### src/rtl/bin_win3_line_ctrl_pkg.sv
// Shared ISP definitions: default frame geometry, coordinate width and the
// helper that blanks window rows lying above the top of the frame.
package bin_win3_line_ctrl_pkg;

    localparam int DEF_IMG_WIDTH  = 1024;
    localparam int DEF_IMG_HEIGHT = 768;
    localparam int COORD_W        = 12;

    typedef logic [COORD_W-1:0] coord_t;

    // Rows above line 0 do not exist in this frame, so whatever the line
    // RAMs hold for them (stale data, or garbage after reset) is hidden.
    function automatic logic [2:0] maskWindow(input logic [2:0] rawCol, input coord_t rowY);
        logic [2:0] masked;
        masked = rawCol;
        if (rowY == '0) begin
            masked[2:1] = 2'b00;
        end else if (rowY == coord_t'(1)) begin
            masked[2] = 1'b0;
        end
        return masked;
    endfunction

endpackage

### src/rtl/bin_win3_line_ctrl_ram.sv
// Single-bit line buffer with one write port and a registered read port.
// Reads are read-first: a read and a write to the same address in one cycle
// return the old contents. The storage itself is never reset.
module line_ram_1b
    import bin_win3_line_ctrl_pkg::*;
#(
    parameter int DEPTH = DEF_IMG_WIDTH
) (
    input  logic   clk,
    input  logic   rst_n,
    input  logic   i_we,
    input  coord_t i_waddr,
    input  logic   i_wdata,
    input  logic   i_re,
    input  coord_t i_raddr,
    output logic   o_rdata
);

    localparam int          IDX_W   = (DEPTH > 1) ? $clog2(DEPTH) : 1;
    localparam logic [31:0] DEPTH_U = 32'(DEPTH);

    logic        r_mem [DEPTH];
    logic        r_rdata;
    logic        w_wrHit;
    logic        w_rdHit;
    logic [31:0] w_waddrWide;
    logic [31:0] w_raddrWide;

    assign w_waddrWide = {{(32-COORD_W){1'b0}}, i_waddr};
    assign w_raddrWide = {{(32-COORD_W){1'b0}}, i_raddr};
    assign w_wrHit     = i_we && (w_waddrWide < DEPTH_U);
    assign w_rdHit     = w_raddrWide < DEPTH_U;
    assign o_rdata     = r_rdata;

    // Storage write; out-of-range addresses are dropped.
    always_ff @(posedge clk) begin
        if (w_wrHit) begin
            r_mem[i_waddr[IDX_W-1:0]] <= i_wdata;
        end
    end

    // Registered read, holding its value on cycles with no read request.
    always_ff @(posedge clk or negedge rst_n) begin
        if (!rst_n) begin
            r_rdata <= 1'b0;
        end else if (i_re) begin
            r_rdata <= w_rdHit ? r_mem[i_raddr[IDX_W-1:0]] : 1'b0;
        end
    end

endmodule

### src/rtl/bin_win3_line_ctrl.sv
// 3-row binary window column generator: for each accepted pixel it emits,
// one cycle later, the pixel plus the two pixels directly above it, taken
// from two cascaded line buffers (A = previous row, B = the row before).
module bin_win3_line_ctrl
    import bin_win3_line_ctrl_pkg::*;
#(
    parameter int IMG_WIDTH  = DEF_IMG_WIDTH,
    parameter int IMG_HEIGHT = DEF_IMG_HEIGHT
) (
    input  logic       clk,
    input  logic       rst_n,
    input  logic       i_in_valid,
    input  logic       i_in_sof,
    input  logic       i_in_data,
    output logic       o_col_valid,
    output logic [2:0] o_col_data,
    output coord_t     o_col_x,
    output coord_t     o_col_y,
    output logic       o_rows_ok,
    output logic       o_frame_done,
    output logic       o_sof_err
);

    localparam coord_t LAST_X = coord_t'(IMG_WIDTH - 1);
    localparam coord_t LAST_Y = coord_t'(IMG_HEIGHT - 1);

    coord_t r_x;
    coord_t r_y;
    logic   r_s1Valid;
    coord_t r_s1X;
    coord_t r_s1Y;
    logic   r_s1Data;
    logic   r_frameDone;
    logic   r_sofErr;

    coord_t w_curX;
    coord_t w_curY;
    coord_t w_nextX;
    coord_t w_nextY;
    logic   w_ramAOut;
    logic   w_ramBOut;

    // Position of the incoming pixel (sof forces the origin) and the raster position after it.
    always_comb begin
        w_curX  = i_in_sof ? '0 : r_x;
        w_curY  = i_in_sof ? '0 : r_y;
        w_nextX = w_curX + coord_t'(1);
        w_nextY = w_curY;
        if (w_curX == LAST_X) begin
            w_nextX = '0;
            w_nextY = (w_curY == LAST_Y) ? '0 : (w_curY + coord_t'(1));
        end
    end

    // Raster counters advance only on accepted pixels.
    always_ff @(posedge clk or negedge rst_n) begin
        if (!rst_n) begin
            r_x <= '0;
            r_y <= '0;
        end else if (i_in_valid) begin
            r_x <= w_nextX;
            r_y <= w_nextY;
        end
    end

    // Stage 1 captures the pixel and its position while the line RAMs read that column.
    always_ff @(posedge clk or negedge rst_n) begin
        if (!rst_n) begin
            r_s1Valid   <= 1'b0;
            r_s1X       <= '0;
            r_s1Y       <= '0;
            r_s1Data    <= 1'b0;
            r_frameDone <= 1'b0;
            r_sofErr    <= 1'b0;
        end else begin
            r_s1Valid   <= i_in_valid;
            r_frameDone <= i_in_valid && (w_curX == LAST_X) && (w_curY == LAST_Y);
            r_sofErr    <= i_in_valid && i_in_sof && ((r_x != '0) || (r_y != '0));
            if (i_in_valid) begin
                r_s1X    <= w_curX;
                r_s1Y    <= w_curY;
                r_s1Data <= i_in_data;
            end
        end
    end

    // Row y-1: written with the current pixel one cycle after it was read.
    line_ram_1b #(.DEPTH(IMG_WIDTH)) u_ramA (
        .clk     (clk),
        .rst_n   (rst_n),
        .i_we    (r_s1Valid),
        .i_waddr (r_s1X),
        .i_wdata (r_s1Data),
        .i_re    (i_in_valid),
        .i_raddr (w_curX),
        .o_rdata (w_ramAOut)
    );

    // Row y-2: inherits whatever RAM A just handed out for the same column.
    line_ram_1b #(.DEPTH(IMG_WIDTH)) u_ramB (
        .clk     (clk),
        .rst_n   (rst_n),
        .i_we    (r_s1Valid),
        .i_waddr (r_s1X),
        .i_wdata (w_ramAOut),
        .i_re    (i_in_valid),
        .i_raddr (w_curX),
        .o_rdata (w_ramBOut)
    );

    assign o_col_valid  = r_s1Valid;
    assign o_col_data   = maskWindow({w_ramBOut, w_ramAOut, r_s1Data}, r_s1Y);
    assign o_col_x      = r_s1X;
    assign o_col_y      = r_s1Y;
    assign o_rows_ok    = (r_s1Y >= coord_t'(2));
    assign o_frame_done = r_frameDone;
    assign o_sof_err    = r_sofErr;

endmodule

### config.mk
export PLATFORM = sky130hd
export DESIGN_NAME = bin_win3_line_ctrl
export DESIGN_NICKNAME = d
export VERILOG_FILES = /design/src/rtl/bin_win3_line_ctrl_pkg.sv /design/src/rtl/bin_win3_line_ctrl_ram.sv /design/src/rtl/bin_win3_line_ctrl.sv
export SDC_FILE = /design/constraint.sdc
export NUM_CORES = 2
export LEC_CHECK = 0
export BUFFER_PORTS_ARGS = -buffer_cell sky130_fd_sc_hd__buf_2
export CORE_MARGIN = 2
export CORE_UTILIZATION = 68
export DETAILED_ROUTE_END_ITERATION = 16
export PLACE_DENSITY = 0.84
export SYNTH_ARGS = -nofsm -noshare
export SYNTH_HDL_FRONTEND = slang
export SYNTH_HIERARCHICAL = 1
export SYNTH_SLANG_ARGS = --single-unit
### constraint.sdc
create_clock -name clk -period 32 [get_ports clk]
set_input_delay 6.4 -clock clk [delete_from_list [all_inputs] [get_ports clk]]
set_output_delay 6.4 -clock clk [all_outputs]
set_load 0.05 [all_outputs]
==> results by group <==
STA
  • Final Hold Viols: 0
  • Post-route clock period utilization: between 30% and 40%
  • Setup WS post-layout: about 20 ns
  • Final Slew Violations: 0
  • Worst slew pin tran: around 1.4 ns
  • Setup tns final: 0 ns
  • Fin Clk Skew: 0.0245 ns
  • Tmin final: ~12 ns
  • Worst slew margin: around a tenth
  • Setup Viol. Count Final: 0
  • Hold_ws: around 0.53 ns
  • Unrepaired setup endpoints after global routing: false
  • Max Clk Rate: just under 90 MHz

Layout
  • Post-layout instance area: 99100 um^2
  • Non-filler cells, final: 8121
  • Final core occ: around 74%
  • Synthesis-to-finish area growth: 7.82%
  • Layout cells sized above 1: 16.1%
  • # nets final: between 6000 and 7000
  • Fillers: around 7400

Drt
  • Drt first pass iters: 6
  • Via count: ~60000
  • Iteration-0 DRC Markers: around 12000
  • Average routed wire per standard cell: roughly 32 um
  • DRC: 0
  • Final WL: between 200 and 300 mm
  • Number of routed nets with antenna violations: 0
  • DR vias/cell: about 7.4

Yosys
  • FF+latch count, synth: 2102
  • Post-synth EDFFs: around 2000
  • Post-synth top area share: about two thirds
  • Syn_area_per_cell: around 14 um^2
  • Mapped Cells: roughly 6500
  • Synth area leaders: edfxtp_1 67%, mux4_2 11%, nor2_1 8.6%
  • Register area share after synthesis: approximately two thirds
  • Fraction of registers with async set/reset: 2.57%
  • Yosys synthesis warning count: 6
  • Yosys cell types: 79
  • Syn nets: between 6000 and 7000
  • Netlist Area Pre-Place: 91900 um^2
  • Top_reg_cell synth: edfxtp_1
  • Yosys top cell by area: edfxtp_1

Pwr
  • Clock power share: about two fifths
  • Pwr Density: 59.1 nW/um^2
  • Maximum VDD drop: 53.8 uV
  • Power, Total: around 5.9 mW
  • Switching Share: 22.7%
  • Pint: between 4 and 5 mW
  • Comb power frac: 7.6%
  • Seq pwr share: between 50 and 60%
  • Net Switching: roughly 1.3 mW
  • Static Leak: slightly below 30 nW

Run status
  • Status: completed

Die
  • Die Y: 372 um
  • Initial core utilization: 68.7%
  • Row count: about 130
  • # IOs: 36
  • DIE WIDTH: roughly 370 um
  • Die area: roughly 140000 um^2
  • Core area: ~130000 um^2

Place
  • Placed Area: ~93000 um^2
  • Placed cell count: roughly 7800
  • IO Port Bufs: 35
  • Pre-CTS setup slack: between 15 and 20 ns
  • Hpwl dp: 132 mm
  • GP Congestion: roughly 0.85

Global route
  • GR Util All Layers: between 30 and 40%
  • Number of global-route vias before repair: 58200
  • Initial antenna violation count: 6
  • Largest net degree at the start of global routing: roughly 320
  • GR Overflow Total: 0
  • First-pass GRT wire length: around 370 mm

Worst setup path
  • Cell mode on critical path: buf_4
  • Crit Path Max Fanout: 116
  • Startpoint types: input port
  • Cell Chain, Critical Path: buf_2, buf_4, nor2b_4, buf_4, buf_4, buf_12, buf_4, mux4_2, mux2i_1, nor2_1, a2111oi_0, o31ai_1, o311ai_1, o311ai_1
  • CP Capture Type: flip-flop
  • R2R Setup Slk: 25.97 ns
  • Worst path slowest cell: buf_4
  • Critical path class: input port to flip-flop
  • Buf/Inv on CP: 6
  • Crit path max-delay family: buffers and inverters
  • Crit-path max cell delay: between 0.8 and 0.9 ns
  • WP data arrival: 12.22 ns
  • CP required: 32.67 ns

Clocking
  • H-tree levels: 4
  • Hold_buf cts: 0
  • CTS Sinks: roughly 2100
  • CTS tree: done
  • TritonCTS Buffers: ~200
  • CTS root buf: clkbuf_16
  • Cts repair resizes: 0
  • Reg clk slew, reported paths: about 0.06 ns
  • Clock Path Buffers: 3
  • Post-CTS Setup Bufs: 0
  • Clk_lat worst skew: approximately 0.85 ns

Run
  • Max Cap Viol: 0

Hold path
  • Worst Hold Class: flip-flop to flip-flop
Yosys cell counts (11+ instances only):
library cell	instances
nor2_1	2095
edfxtp_1	2048
mux4_2	448
clkbuf_1	429
nand2_1	197
mux2i_1	187
buf_1	95
nand3_1	93
o221ai_1	70
a21oi_1	63
dfrtp_1	54
o22ai_1	54
nor3_1	51
buf_6	40
a22oi_1	38
buf_2	36
nor2b_1	34
a211oi_1	30
buf_4	28
mux2_2	27
nand4_1	23
and2_1	18
o21ai_0	18
a22o_1	17
inv_1	15
nor3b_1	14
nor4_1	14
nand2b_1	13
nand3b_1	12
a31oi_1	11
registers in the layout, summed over array words and instances, names as in the netlist:
signal / count
o_col_x: 12
r_s1Data: 1
o_sof_err: 1
u_ramB/r_mem: 1024
o_col_y: 12
o_col_valid: 1
o_frame_done: 1
u_ramA/r_mem: 1024
r_y: 12
u_ramA/o_rdata: 1
u_ramB/o_rdata: 1
r_x: 12
final cells by class:
class                      instances  area, um^2  area share (%)
sequential                      2102       62900            63.4
multi-input combinational       3696       26400            26.7
clock buffer                     246        5220            5.27
tap                             1768        2210            2.23
timing repair buffer             179        1330            1.34
clock inverter                   104         925           0.933
inverter                          20        75.1          0.0758
antenna                            6        15.0          0.0152
worst register-to-register path, cell delays in order (launching register included):
cell and delay, ns:
dfrtp_1 0.42, nor2b_4 0.16, buf_4 0.56, buf_4 0.76, buf_12 0.59, buf_4 0.98
mux4_2 0.61, mux2i_1 0.15, nor2_1 0.05, a2111oi_0 0.43, o31ai_1 0.13, o311ai_1 0.78
o311ai_1 0.22
layout by cell type, fill, tap and decap left out, drive strengths merged, types with 9 or more instances in the layout:
| master | netlist | layout |
|---|---|---|
| nor2 | 2095 | 2095 |
| edfxtp | 2048 | 2048 |
| mux4 | 454 | 454 |
| clkbuf | 430 | 246 |
| nand2 | 197 | 197 |
| mux2i | 187 | 187 |
| buf | 204 | 179 |
| nand3 | 94 | 94 |
| clkinv | 5 | 82 |
| o221ai | 70 | 70 |
| a21oi | 63 | 63 |
| o22ai | 54 | 54 |
| dfrtp | 54 | 54 |
| nor3 | 51 | 51 |
| a22oi | 38 | 38 |
| nor2b | 34 | 34 |
| a211oi | 30 | 30 |
| mux2 | 27 | 27 |
| nand4 | 24 | 24 |
| o21ai | 24 | 24 |
| inv | 15 | 22 |
| and2 | 18 | 18 |
| a22o | 17 | 17 |
| nor4 | 14 | 14 |
| bufinv | 0 | 14 |
| nor3b | 14 | 14 |
| nand2b | 13 | 13 |
| nand3b | 12 | 12 |
| a31oi | 11 | 11 |
| and3b | 10 | 10 |
| and3 | 10 | 10 |
| o31ai | 10 | 10 |
| a311oi | 10 | 10 |
| a2111oi | 10 | 10 |
| o311ai | 10 | 10 |
| a211o | 9 | 9 |
path summary, 6_finish.rpt:
check,startpoint,endpoint,cells after the start
max,i_in_sof,u_ramB/o_rdata,14
max in group asynchronous,rst_n,u_ramA/o_rdata,2
min in group asynchronous,rst_n,o_col_y[0],2
min reg2reg,o_col_y[3],o_col_y[3],2
min,o_col_y[3],o_col_y[3],2
max reg2reg,r_x[1],u_ramB/o_rdata,12
metal layers:
metal  vias to the layer above  routed length, um  GRT usage, %
met3                      1420              39200          10.8
li1                      23300                  -             -
met2                      5761             121000          58.5
met5                         -                 68             0
met4                        10              20900          24.9
met1                     29200              78800          46.3
power groups by stage:
stage | clock, mW | sequential, mW | combinational, mW
floorplan | 0 | 3.39 | 0.236
global placement | 0 | 3.19 | 0.416
detailed placement | 0 | 3.19 | 0.427
CTS | 2.28 | 3.13 | 0.432
global route | 2.38 | 3.14 | 0.463
finish | 2.28 | 3.14 | 0.446
cells by family (layout without fill, tap and decap cells):
logic type               after synthesis  after routing  synth area share [%]
AO/OA/AOI/OAI                        406            406                  3.27
other                                  0              6                     0
adder cells (fa/ha/maj)                2              2                0.0272
multiplexers                         668            668                  13.5
AND/OR/NAND/NOR                     2620           2620                  11.5
flip-flops                          2102           2102                  68.4
buffers and inverters                654            549                  3.24
No activity file was read; power rests on OpenSTA's default activity.
